## config.mk

```make
export PLATFORM = sky130hd
export DESIGN_NAME = dcntr8_timer
export DESIGN_NICKNAME = d
export VERILOG_FILES = /design/src/rtl/dcntr8_timer.sv
export SDC_FILE = /design/constraint.sdc
export NUM_CORES = 1
export LEC_CHECK = 0
export CAP_MARGIN = 10
export CORE_MARGIN = 2
export CORE_UTILIZATION = 52
export CTS_CLUSTER_DIAMETER = 50
export DETAILED_ROUTE_END_ITERATION = 8
export GPL_ROUTABILITY_DRIVEN = 0
export GPL_TIMING_DRIVEN = 0
export PLACE_DENSITY = 0.86
export SLEW_MARGIN = 40
export SYNTH_ARGS = -nofsm -noshare
export SYNTH_HDL_FRONTEND = slang
export SYNTH_SLANG_ARGS = --single-unit
export TNS_END_PERCENT = 5
```

## constraint.sdc

```tcl
create_clock -name clk -period 2.6 [get_ports clk]
set_input_delay 0.65 -clock clk [delete_from_list [all_inputs] [get_ports clk]]
set_output_delay 0.65 -clock clk [all_outputs]
set_load 0.05 [all_outputs]
```

## src/rtl/dcntr8_timer.sv

```systemverilog
`default_nettype none
// ============================================================================
//  Module      : dcntr8_timer
//  Description : Loadable down-counter / timer. Counts a loaded value down to
//                zero, saturates there, pulses tc once on expiry and can
//                optionally restart from the last loaded value.
//  Ports       : clk         - system clock, rising edge
//                reset_n     - synchronous active-low reset
//                load        - load d_in into count and reload register
//                dec         - decrement enable
//                auto_reload - on expiry restart from the reload register
//                d_in        - load value
//                d_out       - current count (registered)
//                o_state     - current FSM state (registered)
//                tc          - terminal-count pulse (registered)
//                zero        - combinational, high when d_out == 0
//  Revision    : 1.0 - initial release
// ============================================================================
module dcntr8_timer #(
    parameter int WIDTH = 8,
    parameter int ST_W  = 3
) (
    input  logic             clk,
    input  logic             reset_n,
    input  logic             load,
    input  logic             dec,
    input  logic             auto_reload,
    input  logic [WIDTH-1:0] d_in,
    output logic [WIDTH-1:0] d_out,
    output logic [ST_W-1:0]  o_state,
    output logic             tc,
    output logic             zero
);

    typedef enum logic [2:0] {
        ST_IDLE = 3'b000,
        ST_LOAD = 3'b001,
        ST_DEC  = 3'b010,
        ST_HOLD = 3'b011,
        ST_TC   = 3'b100
    } state_t;

    localparam logic [WIDTH-1:0] C_ONE = {{(WIDTH-1){1'b0}}, 1'b1};

    state_t           state_q, state_d;
    logic [WIDTH-1:0] count_q, count_d;
    logic [WIDTH-1:0] reload_q, reload_d;
    logic             tc_q, tc_d;

    always_comb begin
        state_d  = state_q;
        count_d  = count_q;
        reload_d = reload_q;
        tc_d     = 1'b0;

        if (load) begin
            // Load wins over dec in the same cycle.
            count_d  = d_in;
            reload_d = d_in;
            state_d  = ST_LOAD;
        end else if (dec) begin
            if (state_q == ST_TC) begin
                // Expired: either restart or sit at zero without wrapping.
                if (auto_reload) begin
                    count_d = reload_q;
                    state_d = ST_LOAD;
                end
            end else if (count_q > C_ONE) begin
                count_d = count_q - C_ONE;
                state_d = ST_DEC;
            end else begin
                // Count of 1 or 0 (e.g. a load of 0) both expire now.
                count_d = '0;
                state_d = ST_TC;
                tc_d    = 1'b1;
            end
        end else if (state_q == ST_DEC) begin
            state_d = ST_HOLD;
        end
    end

    always_ff @(posedge clk) begin
        if (!reset_n) begin
            state_q  <= ST_IDLE;
            count_q  <= '0;
            reload_q <= '0;
            tc_q     <= 1'b0;
        end else begin
            state_q  <= state_d;
            count_q  <= count_d;
            reload_q <= reload_d;
            tc_q     <= tc_d;
        end
    end

    assign d_out   = count_q;
    assign o_state = ST_W'(state_q);
    assign tc      = tc_q;
    assign zero    = (count_q == '0);

endmodule
`default_nettype wire

```

==> metrics, run 1 <==
P&R area growth vs syn 26.9%; TritonCTS clock tree built; post-place setup slack 0.133 ns; CP peak stage delay 0.50 ns; ys flop type dfxtp_1; Endpoint, Worst Hold reload_q[2]; number of synthesized flops with an enable pin 0; fin crit share 97.5%; Post-Place Cells 175; vias in the first global route just over 1000; Leak 0.000528 uW; min cycle time layout 2.53 ns; post-route ant nets 0; cts hold-fix bufs 0; Core ar. 1980 um^2; Root Driver clkbuf_4; Initial DRC Count between 40 and 50; Die Area 2520 um^2; Post-Synthesis Cell Area 1110 um^2; Clock Pin Slew Worst Setup and Hold Paths 0.11 ns; MaxCap Viol Count 0; nets about 170; mean post-synth cell area 8.96 um^2; Antenna Cells 0; residual DRC count 0; ranking of synthesized cells by area dfxtp_1 (36%), mux2i_1 (5.4%), a21oi_1 (4.1%), ha_1 (3.4%), nand2_1 (3.4%); Setup CP Type flip-flop to primary output; Critical Path Sink Type primary output; largest net degree at the start of global routing 11; top-count cell post-synth dfxtp_1; final wirelength 2.80 mm; peak supply drop 0.405 mV; postcts setup bufs 0; CTS buffer count 3; Initial Utilization between 50% and 60%; status finished clean; initial antenna violation count 0; Detailed Place HPWL 2.00 mm; top cell type's share of synthesized area 36.0%; FF-to-FF Start d_out[0]; final hold vios 0; CP arrival 1.88 ns; port buffer count 24; WHS roughly 0.50 ns; CTS Sinks 20; Critical Path RT 1.95 ns; PD cells 577 nW/um^2; Worst R2R Path Depth 6; Hold Path Stages 2; clk_lat worst skew about 0.3 ns; Hold Crit Class flip-flop to flip-flop; cell-by-cell trace of the critical path nor4_4, and3_1, clkdlybuf4s15_1; grt total ovfl 0; Die W roughly 50 um; # rows 16; # fillers 160; Max Fanout on Critical Path 7; worst slew pin tran 0.730 ns; First-pass DRT Iterations 4; Non-Filler Instances ~180; routed vias around 1100; Worst Clk Skew 0.00600 ns; TNS Setup 0 ns; RSZ-0062 raised after global routing no; Reg2Reg Setup Slack 0.45 ns; Syn Inst Count 124; post-synth cell types 42; Slew HR between 50% and 60%; total power 813 uW; Synth area leader dfxtp_1; number of H-tree levels 1; final number of setup-violating endpoints 0; Chip Height 50.2 um; critical path launch point type flip-flop; overall routing resource usage 23.9%; clock buffer depth 2; routed len/inst 15.7 um; Async S/R FF share, synth 0%; Synth warnings 0; IO Pins 26; Max Fclk 395 MHz; Critical R2R Capture d_out[3]; Mapped Nets 140; first-pass GRT wire length 4.55 mm; setup slack after layout ~0.066 ns; Critical Path Slowest Stage Cell clkdlybuf4s15_1; Final Slew Violations 0; hold path start reload_q[2]; top cell types by occurrence after synthesis dfxtp_1 (20), nand2_1 (10), nor2_1 (10); Synth Register Bits 20; layout cell share with drive strength beyond 1 9.27%; vias per cell ~6.1; sequential area share after synthesis 36.0%
## layout make-up
class	count	area, um^2	share of cell area [%]
multi-input combinational	93	669	47.5
sequential	20	400	28.4
timing repair buffer	24	240	17.0
tap	27	33.8	2.40
inverter	7	26.3	1.86
clock buffer	3	22.5	1.60
buffer	4	17.5	1.24
## what timing repair did
action / 4_1_cts / 5_1_grt
endpoints found under the setup margin: 1 / 1
hold endpoints to repair: 0 / 0
resized for setup: 1 / 2
## how the worst max path moves through the flow
stage	start	endpoint	slack (ns)	depth (start not counted)
after floorplan	d_out[0]	d_out[3]	0.44	6
after global placement	d_out[2]	zero	0.13	3
after detailed placement	d_out[2]	zero	0.13	3
after CTS	d_out[2]	zero	0.05	3
after global routing	d_out[2]	zero	0.02	3
final	d_out[2]	zero	0.07	3
## kinds of logic after synthesis
logic type      synth area share, %
buf+inv                        3.94
flops                          36.0
fa+ha+maj                      3.38
simple gates                   24.7
compound gates                 26.6
mux                            5.41
## per-stage QoR
stage               utilization [%]  area, um^2
global placement               69.9        1390
finish                         71.1        1410
global route                   71.1        1410
floorplan                         -        1110
CTS                            71.0        1410
detailed placement             69.9        1390
## worst max-delay path, delay by kind of cell (launching register included)
kind	cells	cell delay, ns
buffers and inverters	1	0.50
AND/OR/NAND/NOR	2	0.70
flip-flops	1	0.39
## state kept, by name, indices dropped and copies added (netlist names)
| signal | cells |
|---|---|
| d_out | 8 |
| o_state | 3 |
| tc | 1 |
| reload_q | 8 |
## metal layers
layer  part of all wire (%)  global-route usage, %  vias up  routed length, um
met2                     50                   39.9       47               1400
met4                    1.4                   10.6        0                 38
met1                     41                   30.1      507               1160
met5                      0                      0        -                  0
met3                    7.2                   3.87        7                202
li1                       -                      -      521                  -
## cell usage in the layout, fill, tap and decap left out, types with 2 or more instances in the layout
cell	count
a21o_1	2
a21oi_1	9
a222oi_1	2
a22oi_1	2
a31oi_1	3
a32o_1	3
buf_2	2
clkbuf_1	2
clkbuf_4	3
clkdlybuf4s50_1	23
dfxtp_1	20
ha_1	3
inv_1	7
mux2i_1	6
nand2_1	10
nand3_1	4
nor2_1	9
nor2_2	2
nor2b_1	3
nor3_1	2
nor4_1	2
o21a_1	2
o21ai_0	5
o21ai_1	2
o221ai_1	2
or3b_1	2
## where the power goes
| group | internal, uW | leakage [uW] | switching (uW) |
|---|---|---|---|
| registers | 331 | 0.000165 | 33.4 |
| logic | 120 | 0.000349 | 182 |
| clock network | 54.1 | 0.0000138 | 93.1 |
| total | 504 | 0.000528 | 309 |
Note: power is estimated with default switching activity, not from simulation.
==> run 2, diff against run 1 <==
==> constraint.sdc (replaced) <==
create_clock -name clk -period 2.6 [get_ports clk]
set_input_delay 0.65 -clock clk [delete_from_list [all_inputs] [get_ports clk]]
set_output_delay 0.65 -clock clk [all_outputs]
set_load 0.005 [all_outputs]
==> metrics, run 2 (synthesis gave the netlist of run 1 again) <==
P&R area growth vs syn 26.9% (unchanged); Clock Pin Slew Worst Setup and Hold Paths 0.11 ns (about the same); number of H-tree levels 1 (unchanged); Max Fanout on Critical Path 7 (unchanged); IO Pins 26 (unchanged); Reg2Reg Setup Slack 0.45 ns (about the same); vias in the first global route 1022 (unchanged); PD cells 531 nW/um^2 (was 577 nW/um^2); residual DRC count 0 (unchanged); First-pass DRT Iterations 4 (unchanged); overall routing resource usage 23.9% (unchanged); TritonCTS clock tree built (unchanged); CP arrival 1.89 ns (was 1.88 ns); FF-to-FF Start d_out[0] (unchanged); postcts setup bufs 0 (unchanged); Max Fclk 394 MHz (was 395 MHz); Antenna Cells 0 (unchanged); clock buffer depth 2 (unchanged); final number of setup-violating endpoints 0 (unchanged); Final Slew Violations 0 (unchanged); Worst Clk Skew 0.00609 ns (was 0.00600 ns); final hold vios 0 (unchanged); clk_lat worst skew 0.31 ns (was 0.30 ns); Die W 50.2 um (unchanged); Die Area 2520 um^2 (unchanged); Non-Filler Instances 178 (unchanged); Critical Path RT 1.95 ns (about the same); status finished clean (unchanged); initial antenna violation count 0 (unchanged); WHS 0.498 ns (about the same); most frequent cells in the layout clkdlybuf4s50_1 (24), dfxtp_1 (20), nand2_1 (10) (was clkdlybuf4s50_1 (23), dfxtp_1 (20), nand2_1 (10)); TNS Setup 0 ns (unchanged); routed len/inst 15.8 um (was 15.7 um); Detailed Place HPWL 2.00 mm (unchanged); nets 169 (unchanged); Chip Height 50.2 um (unchanged); fin crit share 97.6% (was 97.5%); # rows 16 (unchanged); largest net degree at the start of global routing 11 (unchanged); Root Driver clkbuf_4 (unchanged); Worst R2R Path Depth 6 (unchanged); port buffer count 24 (unchanged); Post-Place Cells 175 (unchanged); Critical R2R Capture d_out[3] (unchanged); Critical Path Sink Type primary output (unchanged); Leak 0.000527 uW (was 0.000528 uW); Core ar. 1980 um^2 (unchanged); CTS Sinks 20 (unchanged); Initial DRC Count 47 (unchanged); commonest non-fill, non-tap cell in the layout clkdlybuf4s50_1 (unchanged); MaxCap Viol Count 0 (unchanged); Initial Utilization 56.1% (unchanged); critical path launch point type flip-flop (unchanged); first-pass GRT wire length 4.55 mm (unchanged); min cycle time layout 2.54 ns (was 2.53 ns); critical path launch point d_out[2] (unchanged); vias per cell 6.10 (was 6.08); Hold Crit Class flip-flop to flip-flop (unchanged); worst slew pin tran 0.729 ns (was 0.730 ns); # fillers 160 (unchanged); peak supply drop 0.360 mV (was 0.405 mV); final wirelength 2.81 mm (was 2.80 mm); RSZ-0062 raised after global routing no (unchanged); Slew HR 51.0% (was 50.9%); post-route ant nets 0 (unchanged); routed vias 1086 (was 1082); layout cell share with drive strength beyond 1 9.27% (unchanged); grt total ovfl 0 (unchanged); CP endpoint zero (unchanged); Setup CP Type flip-flop to primary output (unchanged); CTS buffer count 3 (unchanged)
[run 2: cell types whose count changed in the layout (fill, tap and decap cells not counted), sizes merged]
cell	delta
clkdlybuf4s15	-1
clkdlybuf4s50	+1
[run 2: layout make-up]
cell class                 count  area (um^2)  share of cell area [%]
multi-input combinational     93          669                    47.5
sequential                    20          400                    28.4
timing repair buffer          24          240                    17.0
tap                           27         33.8                    2.40
inverter                       7         26.3                    1.86
clock buffer                   3         22.5                    1.60
buffer                         4         17.5                    1.24
[run 2: worst max-delay path: stages, from the launching register on]
cell             delay, ns
dfxtp_1               0.39
nor4_4                0.46
and3_1                0.23
clkdlybuf4s50_1       0.50
[run 2: per-stage QoR]
stage                     utilization, %  total power (uW)  instance area (um^2)  worst slack, ns
after global routing                71.1               782                  1410           0.0195
after global placement              69.9               594                  1390            0.213
final                               71.1               748                  1410           0.0637
after CTS                           71.0               741                  1410           0.0717
after detailed placement            69.9               599                  1390            0.253
after floorplan                        -               504                  1110            0.820
[run 2: worst min path at each step]
| stage | from | to | cells past startpoint |
|---|---|---|---|
| 6_report | reload_q[2] | reload_q[2] | 2 |
| 5_1_grt | reload_q[2] | reload_q[2] | 2 |
| 4_1_cts | reload_q[2] | reload_q[2] | 2 |
| 3_5_place_dp | reload_q[2] | reload_q[2] | 2 |
| 3_3_place_gp | reload_q[2] | reload_q[2] | 2 |
| 2_1_floorplan | reload_q[2] | reload_q[2] | 2 |
[run 2: metal layers]
metal / routed length (um) / up-vias / GRT usage [%] / part of all wire [%]
met1: 1150 / 510 / 30.1 / 41
met4: 43 / 0 / 10.6 / 1.5
met3: 195 / 8 / 3.87 / 6.9
met2: 1420 / 47 / 39.9 / 50
met5: 0 / - / 0 / 0
li1: - / 521 / - / -
[run 2: report_power, final]
part	switching [uW]	total, uW	internal, uW
sequential	33.6	364	331
combinational	115	236	121
clock	93.8	148	54.2
[run 2: timing repair]
action	in CTS	in global routing
endpoints found under the setup margin	0	1
hold buffers	0	0
gates resized for setup	0	1
